[config.mk]
export PLATFORM = sky130hd
export DESIGN_NAME = inst_cache_flat
export DESIGN_NICKNAME = d
export VERILOG_FILES = /design/src/rtl/inst_cache_pkg.sv /design/src/rtl/inst_cache_if.sv /design/src/rtl/inst_cache_array.sv /design/src/rtl/inst_cache.sv /design/src/flat_wrapper.sv
export SDC_FILE = /design/constraint.sdc
export NUM_CORES = 2
export LEC_CHECK = 0
export BUFFER_PORTS_ARGS = -buffer_cell sky130_fd_sc_hd__buf_2
export CELL_PAD_IN_SITES_DETAIL_PLACEMENT = 1
export CELL_PAD_IN_SITES_GLOBAL_PLACEMENT = 1
export CORE_ASPECT_RATIO = 2
export CORE_MARGIN = 5
export CORE_UTILIZATION = 43
export CTS_BUF_LIST = sky130_fd_sc_hd__clkbuf_2
export DETAILED_ROUTE_END_ITERATION = 10
export GPL_ROUTABILITY_DRIVEN = 0
export PLACE_DENSITY = 0.74
export SLEW_MARGIN = 20
export SYNTH_ARGS = -nofsm -noshare
export SYNTH_HDL_FRONTEND = slang
export SYNTH_SLANG_ARGS = --single-unit
[constraint.sdc]
create_clock -name clk -period 16.7 [get_ports clk]
set_input_delay 0.835 -clock clk [delete_from_list [all_inputs] [get_ports clk]]
set_output_delay 0.835 -clock clk [all_outputs]
set_load 0.1 [all_outputs]
[src/rtl/inst_cache_pkg.sv]
// Shared types and constants for the direct-mapped instruction cache.
package inst_cache_pkg;
  localparam int          ICACHE_LINE_BYTES = 16;
  localparam int          LINE_W            = ICACHE_LINE_BYTES * 8;
  localparam logic [31:0] ZERO_WORD         = 32'h0;

  typedef enum logic [1:0] {
    IC_IDLE = 2'd0,
    IC_REQ  = 2'd1,
    IC_WAIT = 2'd2
  } ic_state_e;

  function automatic logic [31:0] line_word(input logic [LINE_W-1:0] line, input logic [1:0] w);
    return line[32*w +: 32];
  endfunction
endpackage

[src/rtl/inst_cache_if.sv]
// Fetch-side and refill-side signals of the instruction cache.
interface inst_cache_if;
  import inst_cache_pkg::*;
  logic              if_req;
  logic [31:0]       if_pc;
  logic [31:0]       if_inst;
  logic              if_inst_valid;
  logic              if_busy;
  logic              inst_re;
  logic [31:0]       inst_addr;
  logic [LINE_W-1:0] inst_data;
  logic              inst_busy;

  modport slave  (input  if_req, if_pc, inst_data, inst_busy,
                  output if_inst, if_inst_valid, if_busy, inst_re, inst_addr);
  modport master (output if_req, if_pc, inst_data, inst_busy,
                  input  if_inst, if_inst_valid, if_busy, inst_re, inst_addr);
endinterface

[src/rtl/inst_cache_array.sv]
// Tag/valid/data storage: async read port, one write port, clear-all of valid bits.
module inst_cache_array
  import inst_cache_pkg::*;
#(
  parameter int INDEX_BITS = 4,
  parameter int TAG_BITS   = 28 - INDEX_BITS
) (
  input  logic                  clk,
  input  logic                  rst_n,
  input  logic                  clr,
  input  logic [INDEX_BITS-1:0] rd_idx,
  output logic                  rd_valid,
  output logic [TAG_BITS-1:0]   rd_tag,
  output logic [LINE_W-1:0]     rd_line,
  input  logic                  we,
  input  logic [INDEX_BITS-1:0] wr_idx,
  input  logic [TAG_BITS-1:0]   wr_tag,
  input  logic [LINE_W-1:0]     wr_line
);
  localparam int LINES = 1 << INDEX_BITS;

  logic [LINES-1:0]    valid;
  logic [TAG_BITS-1:0] tag_mem  [LINES];
  logic [LINE_W-1:0]   data_mem [LINES];

  // Only valid bits are reset; tag/data contents are don't-care until filled.
  always_ff @(posedge clk or negedge rst_n) begin
    if (!rst_n)   valid         <= '0;
    else if (clr) valid         <= '0;
    else if (we)  valid[wr_idx] <= 1'b1;
  end

  always_ff @(posedge clk) begin
    if (we) begin
      tag_mem[wr_idx]  <= wr_tag;
      data_mem[wr_idx] <= wr_line;
    end
  end

  assign rd_valid = valid[rd_idx];
  assign rd_tag   = tag_mem[rd_idx];
  assign rd_line  = data_mem[rd_idx];
endmodule

[src/rtl/inst_cache.sv]
// Direct-mapped instruction cache: 1-cycle hits, 16-byte line refill via Memory_Ctrl handshake.
module inst_cache
  import inst_cache_pkg::*;
#(
  parameter int INDEX_BITS = 4
) (
  input logic         clk,
  input logic         rst_n,
  input logic         rdy,
  input logic         flush,
  inst_cache_if.slave bus
);
  localparam int TAG_BITS = 28 - INDEX_BITS;

  ic_state_e           state, state_nxt;
  logic [31:0]         inst_q, inst_nxt, addr_q, addr_nxt;
  logic [31:2]         pc_q, pc_nxt;
  logic                valid_q, valid_nxt, busy_q, busy_nxt;
  logic                re_q, re_nxt, discard_q, discard_nxt;
  logic                clr, we, rd_valid, hit;
  logic [TAG_BITS-1:0] rd_tag;
  logic [LINE_W-1:0]   rd_line;
  logic                unused_pc_bits;

  assign unused_pc_bits = ^bus.if_pc[1:0];

  inst_cache_array #(.INDEX_BITS(INDEX_BITS), .TAG_BITS(TAG_BITS)) u_array (
    .clk     (clk),
    .rst_n   (rst_n),
    .clr     (clr & rdy),
    .rd_idx  (bus.if_pc[4 +: INDEX_BITS]),
    .rd_valid(rd_valid),
    .rd_tag  (rd_tag),
    .rd_line (rd_line),
    .we      (we & rdy),
    .wr_idx  (pc_q[4 +: INDEX_BITS]),
    .wr_tag  (pc_q[31 -: TAG_BITS]),
    .wr_line (bus.inst_data)
  );

  assign hit = rd_valid && (rd_tag == bus.if_pc[31 -: TAG_BITS]);

  always_ff @(posedge clk or negedge rst_n) begin
    if (!rst_n) begin
      state     <= IC_IDLE;
      inst_q    <= ZERO_WORD;
      addr_q    <= ZERO_WORD;
      pc_q      <= '0;
      valid_q   <= 1'b0;
      busy_q    <= 1'b0;
      re_q      <= 1'b0;
      discard_q <= 1'b0;
    end else if (rdy) begin
      state     <= state_nxt;
      inst_q    <= inst_nxt;
      addr_q    <= addr_nxt;
      pc_q      <= pc_nxt;
      valid_q   <= valid_nxt;
      busy_q    <= busy_nxt;
      re_q      <= re_nxt;
      discard_q <= discard_nxt;
    end
  end

  always_comb begin
    state_nxt   = state;
    inst_nxt    = inst_q;
    addr_nxt    = addr_q;
    pc_nxt      = pc_q;
    valid_nxt   = 1'b0;
    busy_nxt    = busy_q;
    re_nxt      = re_q;
    discard_nxt = discard_q;
    clr         = 1'b0;
    we          = 1'b0;
    case (state)
      IC_IDLE: begin
        // flush beats a same-cycle request, hit or miss
        if (flush) begin
          clr = 1'b1;
        end else if (bus.if_req) begin
          if (hit) begin
            inst_nxt  = line_word(rd_line, bus.if_pc[3:2]);
            valid_nxt = 1'b1;
          end else begin
            re_nxt      = 1'b1;
            addr_nxt    = {bus.if_pc[31:4], 4'h0};
            pc_nxt      = bus.if_pc[31:2];
            busy_nxt    = 1'b1;
            discard_nxt = 1'b0;
            state_nxt   = IC_REQ;
          end
        end
      end
      IC_REQ: begin
        if (flush) begin
          clr         = 1'b1;
          discard_nxt = 1'b1;
        end
        if (bus.inst_busy) begin
          re_nxt    = 1'b0;
          state_nxt = IC_WAIT;
        end
      end
      IC_WAIT: begin
        if (flush) begin
          clr         = 1'b1;
          discard_nxt = 1'b1;
        end
        // A flushed fill still finishes the handshake but is neither stored nor reported.
        if (!bus.inst_busy) begin
          busy_nxt  = 1'b0;
          state_nxt = IC_IDLE;
          if (!discard_q && !flush) begin
            we        = 1'b1;
            inst_nxt  = line_word(bus.inst_data, pc_q[3:2]);
            valid_nxt = 1'b1;
          end
        end
      end
      default: state_nxt = IC_IDLE;
    endcase
  end

  assign bus.if_inst       = inst_q;
  assign bus.if_inst_valid = valid_q;
  assign bus.if_busy       = busy_q;
  assign bus.inst_re       = re_q;
  assign bus.inst_addr     = addr_q;
endmodule

[src/flat_wrapper.sv]
// flat-port wrapper written by rule: the top's interface ports become plain ports
module inst_cache_flat import inst_cache_pkg::*;
#(
  parameter int INDEX_BITS = 4
)
  (clk, rst_n, rdy, flush, bus_if_req, bus_if_pc, bus_inst_data, bus_inst_busy, bus_if_inst, bus_if_inst_valid, bus_if_busy, bus_inst_re, bus_inst_addr);
  inst_cache_if bus_i ();
  input logic clk;
  input logic rst_n;
  input logic rdy;
  input logic flush;
  input wire logic [$bits(bus_i.if_req)-1:0] bus_if_req;
  input wire logic [$bits(bus_i.if_pc)-1:0] bus_if_pc;
  input wire logic [$bits(bus_i.inst_data)-1:0] bus_inst_data;
  input wire logic [$bits(bus_i.inst_busy)-1:0] bus_inst_busy;
  output wire logic [$bits(bus_i.if_inst)-1:0] bus_if_inst;
  output wire logic [$bits(bus_i.if_inst_valid)-1:0] bus_if_inst_valid;
  output wire logic [$bits(bus_i.if_busy)-1:0] bus_if_busy;
  output wire logic [$bits(bus_i.inst_re)-1:0] bus_inst_re;
  output wire logic [$bits(bus_i.inst_addr)-1:0] bus_inst_addr;
  assign bus_i.if_req = bus_if_req;
  assign bus_i.if_pc = bus_if_pc;
  assign bus_i.inst_data = bus_inst_data;
  assign bus_i.inst_busy = bus_inst_busy;
  assign bus_if_inst = bus_i.if_inst;
  assign bus_if_inst_valid = bus_i.if_inst_valid;
  assign bus_if_busy = bus_i.if_busy;
  assign bus_inst_re = bus_i.inst_re;
  assign bus_inst_addr = bus_i.inst_addr;
  inst_cache #(.INDEX_BITS(INDEX_BITS)) u_core (.clk(clk), .rst_n(rst_n), .rdy(rdy), .flush(flush), .bus(bus_i));
endmodule
==> metrics.txt <==
Tcrit/Tclk final 33.9%; Worst Hold Class in -> reg; Final Util approximately half; Peak VDD IR 171 uV; placed instance area between 100,000 and 150,000 um2; routed vias/inst 5.82; Hold Fails Final Rpt 0; first-pass GRT wire length 378 mm; CP Launch Type flop; Clock Root Buffer clkbuf_2; CTS Buf Count 562; clock-pin slew on the worst setup and hold paths 110 ps; WS Path Type reg -> reg; Worst path max stage delay 920 ps; Detail Placement HPWL approximately 140 mm; Slowest-stage cell, CP buf_4; post-route antenna net violation count 0; CTS sink count 2,516; Finish-stage setup viols 0; Initial Util approximately 43%; Die W 347 um; mean area per synthesized cell about 24 um2; Critical Path End Type flop; initial antenna violation count 46; Arrival @ worst endpoint 6710 ps; Die Area 237,000 um2; P per Cell Area 118 nW/um2; worst setup path end u_core.u_array.tag_mem[9][0]$_DFFE_PP_; most frequent cells in the layout 2,432 x edfxtp_1, 802 x clkbuf_2, 744 x mux4_2, 223 x dlygate4sd3_1, 219 x buf_2; Slew Limit Headroom about a quarter; Post-synth EDFFs 2,432; reg2reg setup slack 11,030 ps; pre-CTS setup slack 9950 ps; DRT Pass-1 Iters 5; family with the most delay on the worst path buffers and inverters; Power, Total between 10 and 15 mW; Max Cap Viol 0; Site Rows 247; setup ws final ~11,000 ps; H-tree Lvls 6; Core Area 226,000 um2; sequential area share after synthesis 76.9%; Final Skew 222 ps; I/O pin count around 230; synth warn 0; Buf/Inv on CP 4; Worst setup startpoint u_core.state[0]$_DFFE_PN0P_; ys async rst share approximately 3.3%; Non-Filler Cell Area, Final 110,000 um2; Total GRT Usage 21.7%; CTS max path bufs 4; Crit. path cell count 11; Leakage Power about 36 nW; CP dominant cell by count buf_4; clk_lat worst skew 1620 ps; Mapped Cells 4,084; area leader, netlist edfxtp_1; GRT overflow 0; status finished, final reports clean; worst-path maximum fanout 47; Reg-to-Reg Start u_core.state[0]$_DFFE_PN0P_; CP required 17,740 ps; Wirelength per Cell ~31 um; Yosys reg bits 2,516; final worst path period need 5670 ps; Yosys top cell area share 74.7%; reg2reg end u_core.u_array.tag_mem[9][0]$_DFFE_PP_; layout cells sized above 1 38.6%; cell-by-cell trace of the critical path inv_1, ha_4, nand2b_1, nor3_1, buf_4, nand2_1, nor2_1, nand2_1, nor2_4, buf_4, buf_4; worst-margin pin slew 1130 ps; top cells by area, synth edfxtp_1 75%, mux4_2 17%, dfrtp_1 2.2%; top_reg_cell synth edfxtp_1; CTS resizes 0; area grow syn2layout 12.5%; port bufs 226; Peak Freq 176 MHz; cell area after synthesis 97,700 um2; Final nets 5,126; most common cell after layout, fill and taps aside edfxtp_1; fillers between 20,000 and 25,000; via count 48,800; unrepaired setup endpoints after global routing false; DRT Wirelength 258 mm; CTS tree built; Netlist cell types 59; number of global-route vias before repair ~54,000; cell depth of the worst flop-to-flop path 11; largest net degree at the start of global routing 111; 1st-iter DRT viols 4,766; die height 684 um; max-slew violations 0; # DRC 0; TNS Setup 0 ps
[synthesized netlist by cell type, types with 15 or more instances]
cell,n
a21oi_1,18
a22oi_1,25
buf_1,39
buf_2,85
buf_4,44
clkbuf_1,66
dfrtp_1,84
edfxtp_1,2432
mux2_2,75
mux2_4,30
mux2i_1,108
mux4_2,744
nand2_1,72
nor2_1,37
o21a_1,19
o21ai_0,24
o22ai_1,23
xnor2_1,15
xor2_1,16
[sequential cells by signal (all words and copies together) (netlist names)]
signal,cells
u_core.u_array.tag_mem,384
u_core.bus.if_inst_valid,1
u_core.pc_q,30
u_core.bus.if_inst,32
u_core.u_array.valid,16
u_core.state,2
u_core.discard_q,1
u_core.bus.inst_re,1
u_core.bus.if_busy,1
u_core.u_array.data_mem,2048
[layer usage]
layer / part of all wire (%) / global-route usage (%) / vias up
li1: - / - / 19600
met1: 36 / 26.6 / 26300
met2: 53 / 38.4 / 2342
met3: 6.9 / 4.23 / 505
met4: 3.3 / 7.46 / 18
met5: 0.043 / 0 / -
[how the worst min path moves through the flow]
stage	cells past startpoint	end	from	slack [ps]
final	4	u_core.bus.if_inst[23]$_DFFE_PN0P_	bus_if_pc[7]	200
after global routing	2	u_core.u_array.data_mem[14][43]$_DFFE_PP_	bus_inst_data[43]	70
after CTS	2	u_core.u_array.data_mem[14][11]$_DFFE_PP_	bus_inst_data[11]	3
after detailed placement	1	u_core.u_array.valid[12]$_DFFE_PN0P_	u_core.u_array.valid[12]$_DFFE_PN0P_	480
after global placement	1	u_core.u_array.valid[5]$_DFFE_PN0P_	u_core.u_array.valid[5]$_DFFE_PN0P_	470
after floorplan	1	u_core.u_array.valid[12]$_DFFE_PN0P_	u_core.u_array.valid[12]$_DFFE_PN0P_	460
[tightest hold or removal path: cells and delay by family]
kind / cells / cell delay [ps]
multiplexers: 3 / 660
buffers and inverters: 1 / 220
[metrics by stage]
stage                     instances  hold WS (ps)
after floorplan                4087           459
after global placement         7153           467
after detailed placement       7154           479
after CTS                      8358          3.10
after global routing           8371          65.1
final                          8382           199
[kinds of logic after synthesis]
group,synth area share [%]
adder cells (fa/ha/maj),0.0512
flip-flops,76.9
AO/OA/AOI/OAI,1.00
XOR/XNOR,0.278
AND/OR/NAND/NOR,0.869
other,0.00384
buffers and inverters,1.34
multiplexers,19.6
[where the power goes]
| group | leakage, nW | internal [mW] | switching (mW) |
|---|---|---|---|
| clock network | 3.89 | 1.54 | 2.38 |
| logic | 9.19 | 0.548 | 1.17 |
| registers | 22.9 | 7.13 | 0.247 |
[repair_timing]
| action | CTS | global route |
|---|---|---|
| endpoints found under the hold margin | 2199 | 0 |
| hold buffers | 224 | 0 |
| setup buffers | 0 | 0 |
[layout make-up]
type	count	area, um2	area share (%)
clock buffers	802	4010	3.65
inverters	7	31.3	0.0285
diodes	22	55.1	0.0501
well taps	2988	3740	3.40
clock inverters	178	1170	1.06
multi-input cells	1318	21400	19.5
flip-flops and latches	2516	75100	68.4
repair buffers	551	4310	3.92
Power figures use the tool's default switching activity.
